**config.mk**
```make
export PLATFORM = sky130hd
export DESIGN_NAME = hub75_bcm_scanner
export DESIGN_NICKNAME = d
export VERILOG_FILES = /design/src/rtl/hub75_pkg.sv /design/src/rtl/hub75_bcm_scanner_timer.sv /design/src/rtl/hub75_bcm_scanner.sv
export SDC_FILE = /design/constraint.sdc
export NUM_CORES = 1
export LEC_CHECK = 0
export BUFFER_PORTS_ARGS = -buffer_cell sky130_fd_sc_hd__buf_2
export CELL_PAD_IN_SITES_DETAIL_PLACEMENT = 0
export CELL_PAD_IN_SITES_GLOBAL_PLACEMENT = 1
export CORE_MARGIN = 3
export CORE_UTILIZATION = 38
export CTS_CLUSTER_SIZE = 10
export DETAILED_ROUTE_END_ITERATION = 10
export GPL_ROUTABILITY_DRIVEN = 0
export GPL_TIMING_DRIVEN = 0
export PLACE_DENSITY = 0.8
export SYNTH_ARGS = -nofsm -noshare
export SYNTH_HDL_FRONTEND = slang
export SYNTH_HIERARCHICAL = 1
export SYNTH_SLANG_ARGS = --single-unit
```
**constraint.sdc**
```tcl
create_clock -name clk -period 2 [get_ports clk]
set_clock_uncertainty 0.05 [all_clocks]
set_input_delay 0.2 -clock clk [delete_from_list [all_inputs] [get_ports clk]]
set_output_delay 0.2 -clock clk [all_outputs]
set_load 0.03 [all_outputs]
```
**src/rtl/hub75_pkg.sv**
```systemverilog
// Shared HUB75 panel geometry, RGB444 pixel layout and scanner state encoding.
package hub75_pkg;

    localparam int unsigned COLS      = 32;
    localparam int unsigned HALF_ROWS = 16;
    localparam int unsigned PLANES    = 4;
    localparam int unsigned ADDR_W    = 10;
    localparam int unsigned PIX_W     = 12;
    localparam int unsigned COL_W     = 5;
    localparam int unsigned ROW_W     = 4;
    localparam int unsigned PLANE_W   = 2;

    // Pixel field offsets, also used by the DMA's 12-bit unpack.
    localparam int unsigned R_LSB = 8;
    localparam int unsigned G_LSB = 4;
    localparam int unsigned B_LSB = 0;

    typedef enum logic [2:0] {
        ST_IDLE,
        ST_FETCH_TOP,
        ST_FETCH_BOT,
        ST_SETUP,
        ST_CLOCK,
        ST_LATCH,
        ST_DISPLAY
    } scan_state_e;

    typedef struct packed {
        logic r;
        logic g;
        logic b;
    } rgb_bits_t;

    // Selects one BCM plane's R/G/B bits from an RGB444 pixel.
    function automatic rgb_bits_t plane_bits(input logic [PIX_W-1:0] pix,
                                             input logic [PLANE_W-1:0] plane);
        logic [PIX_W-1:0] s;
        rgb_bits_t        b;
        s   = pix >> plane;
        b.r = s[R_LSB];
        b.g = s[G_LSB];
        b.b = s[B_LSB];
        return b;
    endfunction

endpackage

```
**src/rtl/hub75_bcm_scanner_timer.sv**
```systemverilog
// BCM on-time timer: lights the panel for BASE_ON<<plane cycles after each latch.
module bcm_on_timer
    import hub75_pkg::*;
#(
    parameter int unsigned BASE_ON = 4
) (
    input  logic               clk,
    input  logic               rst,
    input  logic               start_i,
    input  logic [PLANE_W-1:0] plane_i,
    output logic               done_o,
    output logic               oe_n_o
);

    localparam int unsigned CNT_W = $clog2((BASE_ON << (PLANES - 1)) + 1);

    logic [CNT_W-1:0] cnt_q;
    logic [CNT_W-1:0] load_val;
    logic             active_q;
    logic             done_q;
    logic             oe_n_q;

    assign load_val = CNT_W'((BASE_ON << plane_i) - 1);

    // Countdown of the lit period; done marks the final lit cycle, oe_n tracks activity.
    always_ff @(posedge clk) begin
        if (rst) begin
            cnt_q    <= '0;
            active_q <= 1'b0;
            done_q   <= 1'b0;
            oe_n_q   <= 1'b1;
        end else if (start_i) begin
            cnt_q    <= load_val;
            active_q <= 1'b1;
            done_q   <= (load_val == '0);
            oe_n_q   <= 1'b0;
        end else if (active_q) begin
            if (cnt_q == '0) begin
                active_q <= 1'b0;
                done_q   <= 1'b0;
                oe_n_q   <= 1'b1;
            end else begin
                cnt_q  <= cnt_q - CNT_W'(1);
                done_q <= (cnt_q == CNT_W'(1));
            end
        end
    end

    assign done_o = done_q;
    assign oe_n_o = oe_n_q;

endmodule

```
**src/rtl/hub75_bcm_scanner.sv**
```systemverilog
// HUB75 32x32 1/16-scan driver with 4-plane binary code modulation.
module hub75_bcm_scanner
    import hub75_pkg::*;
#(
    parameter int unsigned BASE_ON = 4
) (
    input  logic              clk,
    input  logic              rst,
    input  logic              enable,
    output logic [ADDR_W-1:0] rd_addr,
    input  logic [PIX_W-1:0]  rd_data,
    output logic              r1,
    output logic              g1,
    output logic              b1,
    output logic              r2,
    output logic              g2,
    output logic              b2,
    output logic              pix_clk,
    output logic              lat,
    output logic              oe_n,
    output logic [ROW_W-1:0]  row_addr,
    output logic              frame_start
);

    scan_state_e        state_q, state_d;
    logic [COL_W-1:0]   col_q, col_d;
    logic [PLANE_W-1:0] plane_q, plane_d;
    logic [ROW_W-1:0]   row_q, row_d;
    logic [PIX_W-1:0]   top_q;
    rgb_bits_t          top_bits_q, bot_bits_q;
    logic               pix_clk_q, lat_q, frame_start_q, frame_start_d;
    logic [ROW_W-1:0]   row_addr_q;
    logic               timer_start;
    logic               on_done;

    // State and scan counters.
    always_ff @(posedge clk) begin
        if (rst) begin
            state_q <= ST_IDLE;
            col_q   <= '0;
            plane_q <= '0;
            row_q   <= '0;
        end else begin
            state_q <= state_d;
            col_q   <= col_d;
            plane_q <= plane_d;
            row_q   <= row_d;
        end
    end

    // Next-state: 4-cycle column shift, latch, lit period, then next plane/row/frame.
    always_comb begin
        state_d       = state_q;
        col_d         = col_q;
        plane_d       = plane_q;
        row_d         = row_q;
        timer_start   = 1'b0;
        frame_start_d = 1'b0;
        unique case (state_q)
            ST_IDLE: begin
                if (enable) begin
                    state_d       = ST_FETCH_TOP;
                    col_d         = '0;
                    plane_d       = '0;
                    row_d         = '0;
                    frame_start_d = 1'b1;
                end
            end
            ST_FETCH_TOP: state_d = ST_FETCH_BOT;
            ST_FETCH_BOT: state_d = ST_SETUP;
            ST_SETUP:     state_d = ST_CLOCK;
            ST_CLOCK: begin
                if (col_q == COL_W'(COLS - 1)) begin
                    col_d   = '0;
                    state_d = ST_LATCH;
                end else begin
                    col_d   = col_q + COL_W'(1);
                    state_d = ST_FETCH_TOP;
                end
            end
            ST_LATCH: begin
                timer_start = 1'b1;
                state_d     = ST_DISPLAY;
            end
            ST_DISPLAY: begin
                if (on_done) begin
                    if (plane_q != PLANE_W'(PLANES - 1)) begin
                        plane_d = plane_q + PLANE_W'(1);
                        state_d = ST_FETCH_TOP;
                    end else begin
                        plane_d = '0;
                        if (row_q != ROW_W'(HALF_ROWS - 1)) begin
                            row_d   = row_q + ROW_W'(1);
                            state_d = ST_FETCH_TOP;
                        end else begin
                            row_d = '0;
                            if (enable) begin
                                state_d       = ST_FETCH_TOP;
                                frame_start_d = 1'b1;
                            end else begin
                                state_d = ST_IDLE;
                            end
                        end
                    end
                end
            end
            default: state_d = ST_IDLE;
        endcase
    end

    // Frame buffer address: top half, then bottom half (bit 9 set), else 0.
    always_comb begin
        rd_addr = '0;
        if (state_q == ST_FETCH_TOP) begin
            rd_addr = {1'b0, row_q, col_q};
        end else if (state_q == ST_FETCH_BOT) begin
            rd_addr = {1'b1, row_q, col_q};
        end
    end

    // Registered panel outputs; each reflects the state being entered.
    always_ff @(posedge clk) begin
        if (rst) begin
            top_q         <= '0;
            top_bits_q    <= '0;
            bot_bits_q    <= '0;
            pix_clk_q     <= 1'b0;
            lat_q         <= 1'b0;
            row_addr_q    <= '0;
            frame_start_q <= 1'b0;
        end else begin
            if (state_q == ST_FETCH_BOT) begin
                top_q <= rd_data;
            end
            if (state_q == ST_SETUP) begin
                top_bits_q <= plane_bits(top_q, plane_q);
                bot_bits_q <= plane_bits(rd_data, plane_q);
            end
            if (state_d == ST_LATCH) begin
                row_addr_q <= row_q;
            end
            pix_clk_q     <= (state_d == ST_CLOCK);
            lat_q         <= (state_d == ST_LATCH);
            frame_start_q <= frame_start_d;
        end
    end

    bcm_on_timer #(
        .BASE_ON (BASE_ON)
    ) u_on_timer (
        .clk     (clk),
        .rst     (rst),
        .start_i (timer_start),
        .plane_i (plane_q),
        .done_o  (on_done),
        .oe_n_o  (oe_n)
    );

    assign {r1, g1, b1} = top_bits_q;
    assign {r2, g2, b2} = bot_bits_q;
    assign pix_clk      = pix_clk_q;
    assign lat          = lat_q;
    assign row_addr     = row_addr_q;
    assign frame_start  = frame_start_q;

endmodule

```
==> results.md, run 1 <==
- CP Capture Type: flip-flop
- I/O pins: 39
- Fillers: 601
- Mean Syn Cell Area: 8.87 sq um
- CP max stage cell: or4b_4
- Synthesis-stage register bit count: 48
- Initial Util: 39.5%
- Clk sinks: 48
- Post-Syn Nets: 287
- Cell Pwr Density: 664 nW/um^2
- Cts-stage hold buffer count: 0
- Failing checks: negative setup slack
- Remaining global-route overflow: 0
- Critical path class: flip-flop to flip-flop
- RSZ-0062 raised after global routing: true
- Post-synth top flop: dfxtp_1
- Tcrit/Tclk final: 101%
- Max IR drop VDD: approximately 420 uV
- Crit path max-delay family: simple AND/OR/NAND/NOR gates
- Core Box Area: 5960 sq um
- Post-synthesis sequential area ratio: 40.9%
- FF-to-FF Start: col_q[1]$_SDFFE_PP0P_
- DRC Markers: 0
- Hpwl dp: around 4.0 mm
- Pwr Total: 1.91 mW
- Distinct cell type count after synthesis: 53
- Setup Viol. Count Final: 1
- Final hold viol count: 0
- Slowest cell delay on critical path: 0.55 ns
- Fin Hold WS: 0.100 ns
- Leading area contributor after synthesis: dfxtp_1
- Post-Synthesis Cells: 265
- CTS max path bufs: 2
- Row Count: 28
- P_leak: 1.12 nW
- Die area: 7170 sq um
- First-pass GRT wire length: between 9 and 10 mm
- Dpl cells: 377
- Diodes inserted: 0
- Flop2flop setup slack: -0.02 ns
- CP dominant cell by count: ha_4
- Vias in the first global route: 2042
- Slew HR: 39.9%
- Iter 0 DRT Violations: 55
- Met2 wire len: about 2.7 mm
- Ys async rst share: 0%
- Uppermost layer routed: met4
- H-Tree Level Count: 2
- Post-synth EDFFs: 0
- Post-Route M1 WL: 2.80 mm
- Met3 WL: 240 microns
- Critical Path Source Type: flip-flop
- Crit Path Max Fanout: 4
- Die Height: 84.7 microns
- ANT nets after route: 0
- Post-DR wirelength/cell: approximately 15 microns
- Register area: 965 sq um
- Synth warn: 6
- Worst-Margin Slew: ~0.9 ns
- Ratio of cells with drive above 1 in the final layout: 26.7%
- Gr usage total: between 10% and 20%
- Worst reg2reg path depth: 6
- Status: complete, but fails checks
- Max cap viols: 0
- Slew Limit Fails: 0
- Arrival time worst endpoint: 2.19 ns
- Reg-to-Reg End: col_q[2]$_SDFFE_PP0P_
- Clk root buf: clkbuf_8
- Top cell type's share of synthesized area: around 41%
- CP Buf/Inv Count: 0
- Synthesized area: 2350 sq um
- DRT Wirelength: between 5 and 6 mm
- Clk Latency, worst-skew pair: 0.29 ns
- Inserted Clock Buffers: 5
- Syn-to-layout area delta: 22.0%
- Via count: roughly 2100
- Final-stage net count: 338
- Final Worst Setup Slack: -0.0154 ns
- Critical Path RT: 2.17 ns
- Initial antenna violation count: 0
- I/O Buffers: 37
- Min-Delay Path Class: input port to flip-flop
- 1st-pass router iterations: 5
- Vias per cell: 5.43
- Die Wd: 84.7 microns
- Hold Startpoint: rd_data[4]
- Multi-input gate area: approximately 1400 sq um
- CP cell instances: ha_4 > and3_4 > ha_4 > or4b_4 > or3b_1 > a21oi_1
- Largest net degree at the start of global routing: 14
- Hold path cells: 3
- CTS tree: built
- Fmax achieved: 496 MHz
- Hold EP: top_q[4]$_SDFFE_PP0P_
- Layout Cells excl Fill: 390
- Clock transition at path regs: 0.08 ns
- Min Tclk post-route: 2.02 ns
- Synth area leaders: dfxtp_1, nand2_1, a21oi_1
==> final cells by class <==
class | count | area share, %
clock inverter | 1 | 1.05
multi-input combinational | 191 | 47.1
buffer | 15 | 2.62
sequential | 48 | 33.6
clock buffer | 5 | 2.40
inverter | 12 | 1.57
timing repair buffer | 43 | 8.37
tap | 75 | 3.27
==> report_power, final <==
part	total, mW	internal [mW]	switching [mW]	leakage [nW]
combinational	0.242	0.0919	0.150	0.681
clock	0.666	0.359	0.307	0.0501
sequential	0.998	0.980	0.0178	0.389
total	1.91	1.43	0.475	1.12
==> worst max-delay path by stage <==
stage | from | endpoint | cells after the start
CTS | col_q[0]$_SDFFE_PP0P_ | col_q[2]$_SDFFE_PP0P_ | 6
floorplan | col_q[0]$_SDFFE_PP0P_ | col_q[2]$_SDFFE_PP0P_ | 6
detailed placement | col_q[0]$_SDFFE_PP0P_ | col_q[2]$_SDFFE_PP0P_ | 6
finish | col_q[1]$_SDFFE_PP0P_ | col_q[2]$_SDFFE_PP0P_ | 6
global placement | col_q[0]$_SDFFE_PP0P_ | col_q[2]$_SDFFE_PP0P_ | 6
global route | state_q[2]$_SDFF_PP0_ | pix_clk$_SDFF_PP0_ | 4
==> what timing repair did <==
action / CTS / global route
buffers inserted: 5 / 1
pin swaps: 1 / 8
endpoints found under the setup margin: 13 / 10
resized for setup: 11 / 12
gates cloned: 0 / 1
==> layout by cell type, fill, tap and decap left out, types with 2 or more instances in the layout <==
cell type   n
nor3_1      4
nand3_1     4
inv_1      11
nand4_1     2
or3b_1      2
o21ai_0     6
and3_1      2
buf_6       2
clkbuf_1    7
buf_2      38
nor2_1     19
a21oi_1    27
nor4_1      2
o31ai_1     2
a21oi_2     3
a31oi_1     2
nand2_1    38
buf_4       9
dfxtp_1    45
nor2b_1     2
ha_4        2
nand2b_1    4
mux2i_1     7
nor4b_1     2
dfxtp_2     3
or3_1       2
clkbuf_8    5
ha_1        5
a211oi_1    2
a311oi_1    5
and2_1     10
mux4_2      6
a32oi_1     2
==> synthesized netlist by cell type, types with 3 or more instances <==
cell,instances
dfxtp_1,48
nand2_1,39
a21oi_1,29
nor2_1,20
inv_1,12
and2_1,10
clkbuf_1,8
ha_1,7
mux2i_1,7
o21ai_0,7
mux4_2,6
a311oi_1,5
nand2b_1,5
buf_2,4
nand3_1,4
nor3_1,4
and3_1,3
==> registers in the layout (all words and copies together) (netlist names) <==
| signal | count |
|---|---|
| col_q | 5 |
| row_q | 4 |
| pix_clk | 1 |
| lat | 1 |
| state_q | 3 |
| b1 | 1 |
| plane_q | 2 |
| u_on_timer/oe_n_o | 1 |
| r2 | 1 |
| u_on_timer/cnt_q | 6 |
| u_on_timer/done_o | 1 |
| top_q | 12 |
| u_on_timer/active_q | 1 |
| g2 | 1 |
| r1 | 1 |
| b2 | 1 |
| row_addr | 4 |
| frame_start | 1 |
| g1 | 1 |
==> metal layers <==
layer | global-route usage, % | up-vias
met3 | 3.63 | 9
li1 | - | 1049
met1 | 22.0 | 1010
met5 | 0 | -
met4 | 5.32 | 0
met2 | 25.3 | 48
==> logic make-up after synthesis <==
kind of cell	synth area share, %
XOR/XNOR	0.745
multiplexers	8.73
flip-flops	40.9
buffers and inverters	4.84
AND/OR/NAND/NOR	23.8
AO/OA/AOI/OAI	17.3
adder cells (fa/ha/maj)	3.73
==> worst min-delay path: cells and delay by family <==
family                 cells  cell delay [ns]
AOI/OAI and AO/OA          1             0.05
buffers and inverters      1             0.10
and+or+nand+nor            1             0.05
==> metrics by stage <==
stage          setup slack (ns)  setup TNS [ns]  area (sq um)  utilization (%)
3_3_place_gp            -0.0812          -0.118          2640             44.2
4_1_cts                 0.00632               0          2800             47.0
6_report                -0.0154         -0.0154          2870             48.2
3_5_place_dp             -0.118          -0.217          2640             44.2
2_1_floorplan           0.00108               0          2360                -
5_1_grt                 -0.0708          -0.160          2870             48.2
Power figures use the tool's default switching activity.
==> inputs of run 2 (changes only) <==
--- a/config.mk
+++ b/config.mk
@@ -9,12 +9,12 @@
 export CELL_PAD_IN_SITES_DETAIL_PLACEMENT = 0
 export CELL_PAD_IN_SITES_GLOBAL_PLACEMENT = 1
 export CORE_MARGIN = 3
-export CORE_UTILIZATION = 38
+export CORE_UTILIZATION = 35
 export CTS_CLUSTER_SIZE = 10
 export DETAILED_ROUTE_END_ITERATION = 10
 export GPL_ROUTABILITY_DRIVEN = 0
 export GPL_TIMING_DRIVEN = 0
-export PLACE_DENSITY = 0.8
+export PLACE_DENSITY = 0.75
 export SYNTH_ARGS = -nofsm -noshare
 export SYNTH_HDL_FRONTEND = slang
 export SYNTH_HIERARCHICAL = 1
==> results.md, run 2 (synthesized netlist as in run 1, its figures left out) <==
- Final Cell Area: 2880 sq um (+0.22%)
- Worst reg2reg path depth: 6 (unchanged)
- Die Wd: 88.0 microns (+3.9%)
- Row Count: 29 (+3.6%)
- DRT Wirelength: 5.65 mm (-2.4%)
- Util after Layout: 44.8% (-3.4 points)
- Switching power of the nets: 0.501 mW (+5.5%)
- Syn-to-layout area delta: 22.3%
- Reg-to-Reg End: col_q[2]$_SDFFE_PP0P_
- Min Tclk post-route: 1.96 ns (-0.0553 ns)
- ANT nets after route: 0 (unchanged)
- Slew Limit Fails: 0 (unchanged)
- Largest net degree at the start of global routing: 16 (+2)
- Worst-Margin Slew: 0.774 ns (-0.118 ns)
- Core Box Area: 6420 sq um (+7.8%)
- Biggest register: top_q
- Via count: 2052 (-3.0%)
- Setup Viol. Count Final: 0 (-1)
- Arrival time worst endpoint: 2.15 ns (-0.04 ns)
- Clk root buf: clkbuf_8
- Cell Pwr Density: 689 nW/um^2 (+3.8%)
- Final-stage net count: 337 (-0.30%)
- Ratio of cells with drive above 1 in the final layout: 26.6% (-0.084 points)
- Hold Startpoint: rd_data[4]
- Status: complete, no violations
- First-pass GRT wire length: 9.40 mm (-2.2%)
- Comb power frac: 12.0% (-0.7 points)
- Max IR drop VDD: 441 uV (+5.7%)
- Max FFs per register: 12 (unchanged)
- Crit Path Max Fanout: 4 (unchanged)
- Die Height: 88.0 microns (+3.9%)
- Fillers: 633 (+5.3%)
- Clk Latency, worst-skew pair: 0.31 ns (+0.02 ns)
- Hpwl dp: 3.87 mm (-3.7%)
- Commonest non-fill, non-tap cell in the layout: dfxtp_1
- Clock transition at path regs: 0.10 ns (+0.02 ns)
- Pre-CTS WS: -0.108 ns (+0.0105 ns)
- Remaining global-route overflow: 0 (unchanged)
- Initial antenna violation count: 0 (unchanged)
- CP Capture Type: flip-flop
- Critical Path Source Type: flip-flop
- I/O pins: 39 (unchanged)
- Max cap viols: 0 (unchanged)
- Inserted Clock Buffers: 5 (unchanged)
- DRC Markers: 0 (unchanged)
- Post-DR wirelength/cell: 14.4 microns (-3.1%)
- Final hold viol count: 0 (unchanged)
- Clk network pwr share: 37.6% (+2.6 points)
- Clk sinks: 48 (unchanged)
- FF-to-FF Start: col_q[0]$_SDFFE_PP0P_
- Critical path class: flip-flop to flip-flop
- Tcrit/Tclk final: 98.0% (-2.8 points)
- P_leak: 1.13 nW (+0.50%)
- Hold EP: top_q[4]$_SDFFE_PP0P_
- Hold path cells: 3 (unchanged)
- Switching part of the total: 25.3% (+0.35 points)
- Internal power: 1.48 mW (+3.5%)
- I/O Buffers: 37 (unchanged)
- Most frequent cells in the layout: dfxtp_1, nand2_1, buf_2, a21oi_1, nor2_1
- Fmax achieved: 510 MHz (+2.8%)
- CTS tree: built
- Gr usage total: 15.3% (-0.87 points)
- 1st-pass router iterations: 4 (-1)
- Vias in the first global route: 1981 (-3.0%)
- Initial Util: 36.6% (-2.9 points)
- Final Worst Setup Slack: 0.0399 ns (+0.0553 ns)
- Vias per cell: 5.22 (-3.8%)
- Critical Path RT: 2.19 ns (+0.02 ns)
- Largest registers: top_q: 12 flops, u_on_timer/cnt_q: 6 flops, col_q: 5 flops
- Die area: 7740 sq um (+8.0%)
- Flop2flop setup slack: 0.04 ns (+0.06 ns)
- Min-Delay Path Class: input port to flip-flop
- RSZ-0062 raised after global routing: true
- CTS max path bufs: 2 (unchanged)
- Placed Area: 2640 sq um (about the same)
- Pwr Total: 1.98 mW (+4.0%)
- Diodes inserted: 0 (unchanged)
- Seq pwr share: 50.4% (-2.0 points)
- H-Tree Level Count: 2 (unchanged)
- Slew HR: 47.9% (+8.0 points)
- Iter 0 DRT Violations: 79 (+44%)
- Setup_tns: 0 ns (+0.0154 ns)
[run 2: cell count changes in the layout (fill, tap and decap cells not counted), sizes merged]
cell	delta
clkinv	+1
buf	-1
clkbuf	+1
[run 2: area by class of cell]
cell class / instances / area, sq um / share of cell area, %
Buffer: 15 / 75.1 / 2.61
Clock buffer: 6 / 82.6 / 2.87
Clock inverter: 2 / 38.8 / 1.35
Inverter: 12 / 45.0 / 1.57
Multi-Input combinational cell: 191 / 1340 / 46.6
Sequential cell: 48 / 968 / 33.7
Tap cell: 77 / 96.3 / 3.35
Timing Repair Buffer: 42 / 229 / 7.96
[run 2: layer usage]
metal | vias up | wire length, microns | track usage [%] | share of wire [%]
li1 | 1049 | - | - | -
met1 | 959 | 2760 | 20.7 | 49
met2 | 38 | 2620 | 24.4 | 46
met3 | 6 | 229 | 4.14 | 4.1
met4 | 0 | 40 | 3.35 | 0.71
met5 | - | 0 | 0 | 0
[run 2: worst max-delay path, cell delays in order, from the launching register on]
cell and delay, ns:
dfxtp_2 0.35, ha_4 0.16, and3_4 0.18, ha_4 0.15, or4b_4 0.51, or3b_1 0.37
a21oi_1 0.13
[run 2: metrics by stage]
| stage | hold slack (ns) | std cells |
|---|---|---|
| 2_1_floorplan | 0.263 | 265 |
| 3_3_place_gp | 0.392 | 379 |
| 3_5_place_dp | 0.395 | 379 |
| 4_1_cts | 0.0820 | 391 |
| 5_1_grt | 0.0746 | 393 |
| 6_report | 0.0894 | 393 |
[run 2: worst max path at each step]
stage               slack [ns]                     to  cells past startpoint                  start
global route             -0.03  col_q[2]$_SDFFE_PP0P_                      6  col_q[0]$_SDFFE_PP0P_
CTS                       0.01  col_q[2]$_SDFFE_PP0P_                      6  col_q[0]$_SDFFE_PP0P_
floorplan                0.001  col_q[2]$_SDFFE_PP0P_                      6  col_q[0]$_SDFFE_PP0P_
detailed placement       -0.11  col_q[2]$_SDFFE_PP0P_                      6  col_q[0]$_SDFFE_PP0P_
global placement         -0.08  col_q[2]$_SDFFE_PP0P_                      6  col_q[0]$_SDFFE_PP0P_
finish                    0.04  col_q[2]$_SDFFE_PP0P_                      6  col_q[0]$_SDFFE_PP0P_
[run 2: timing repair]
action / in CTS / in global routing
setup buffers: 4 / 1
setup endpoints to repair: 13 / 12
pin swaps: 3 / 2
hold endpoints to repair: 0 / 0
cloned: 0 / 1
hold buffers: 0 / 0
gates resized for setup: 14 / 6
[run 2: power groups by stage]
stage                     combinational [mW]  sequential, mW  clock (mW)
after floorplan                        0.144            1.02           0
after global placement                 0.212            1.02           0
after detailed placement               0.213            1.02           0
after CTS                              0.228           0.996       0.773
after global routing                   0.264            1.00       0.811
final                                  0.239           0.998       0.745
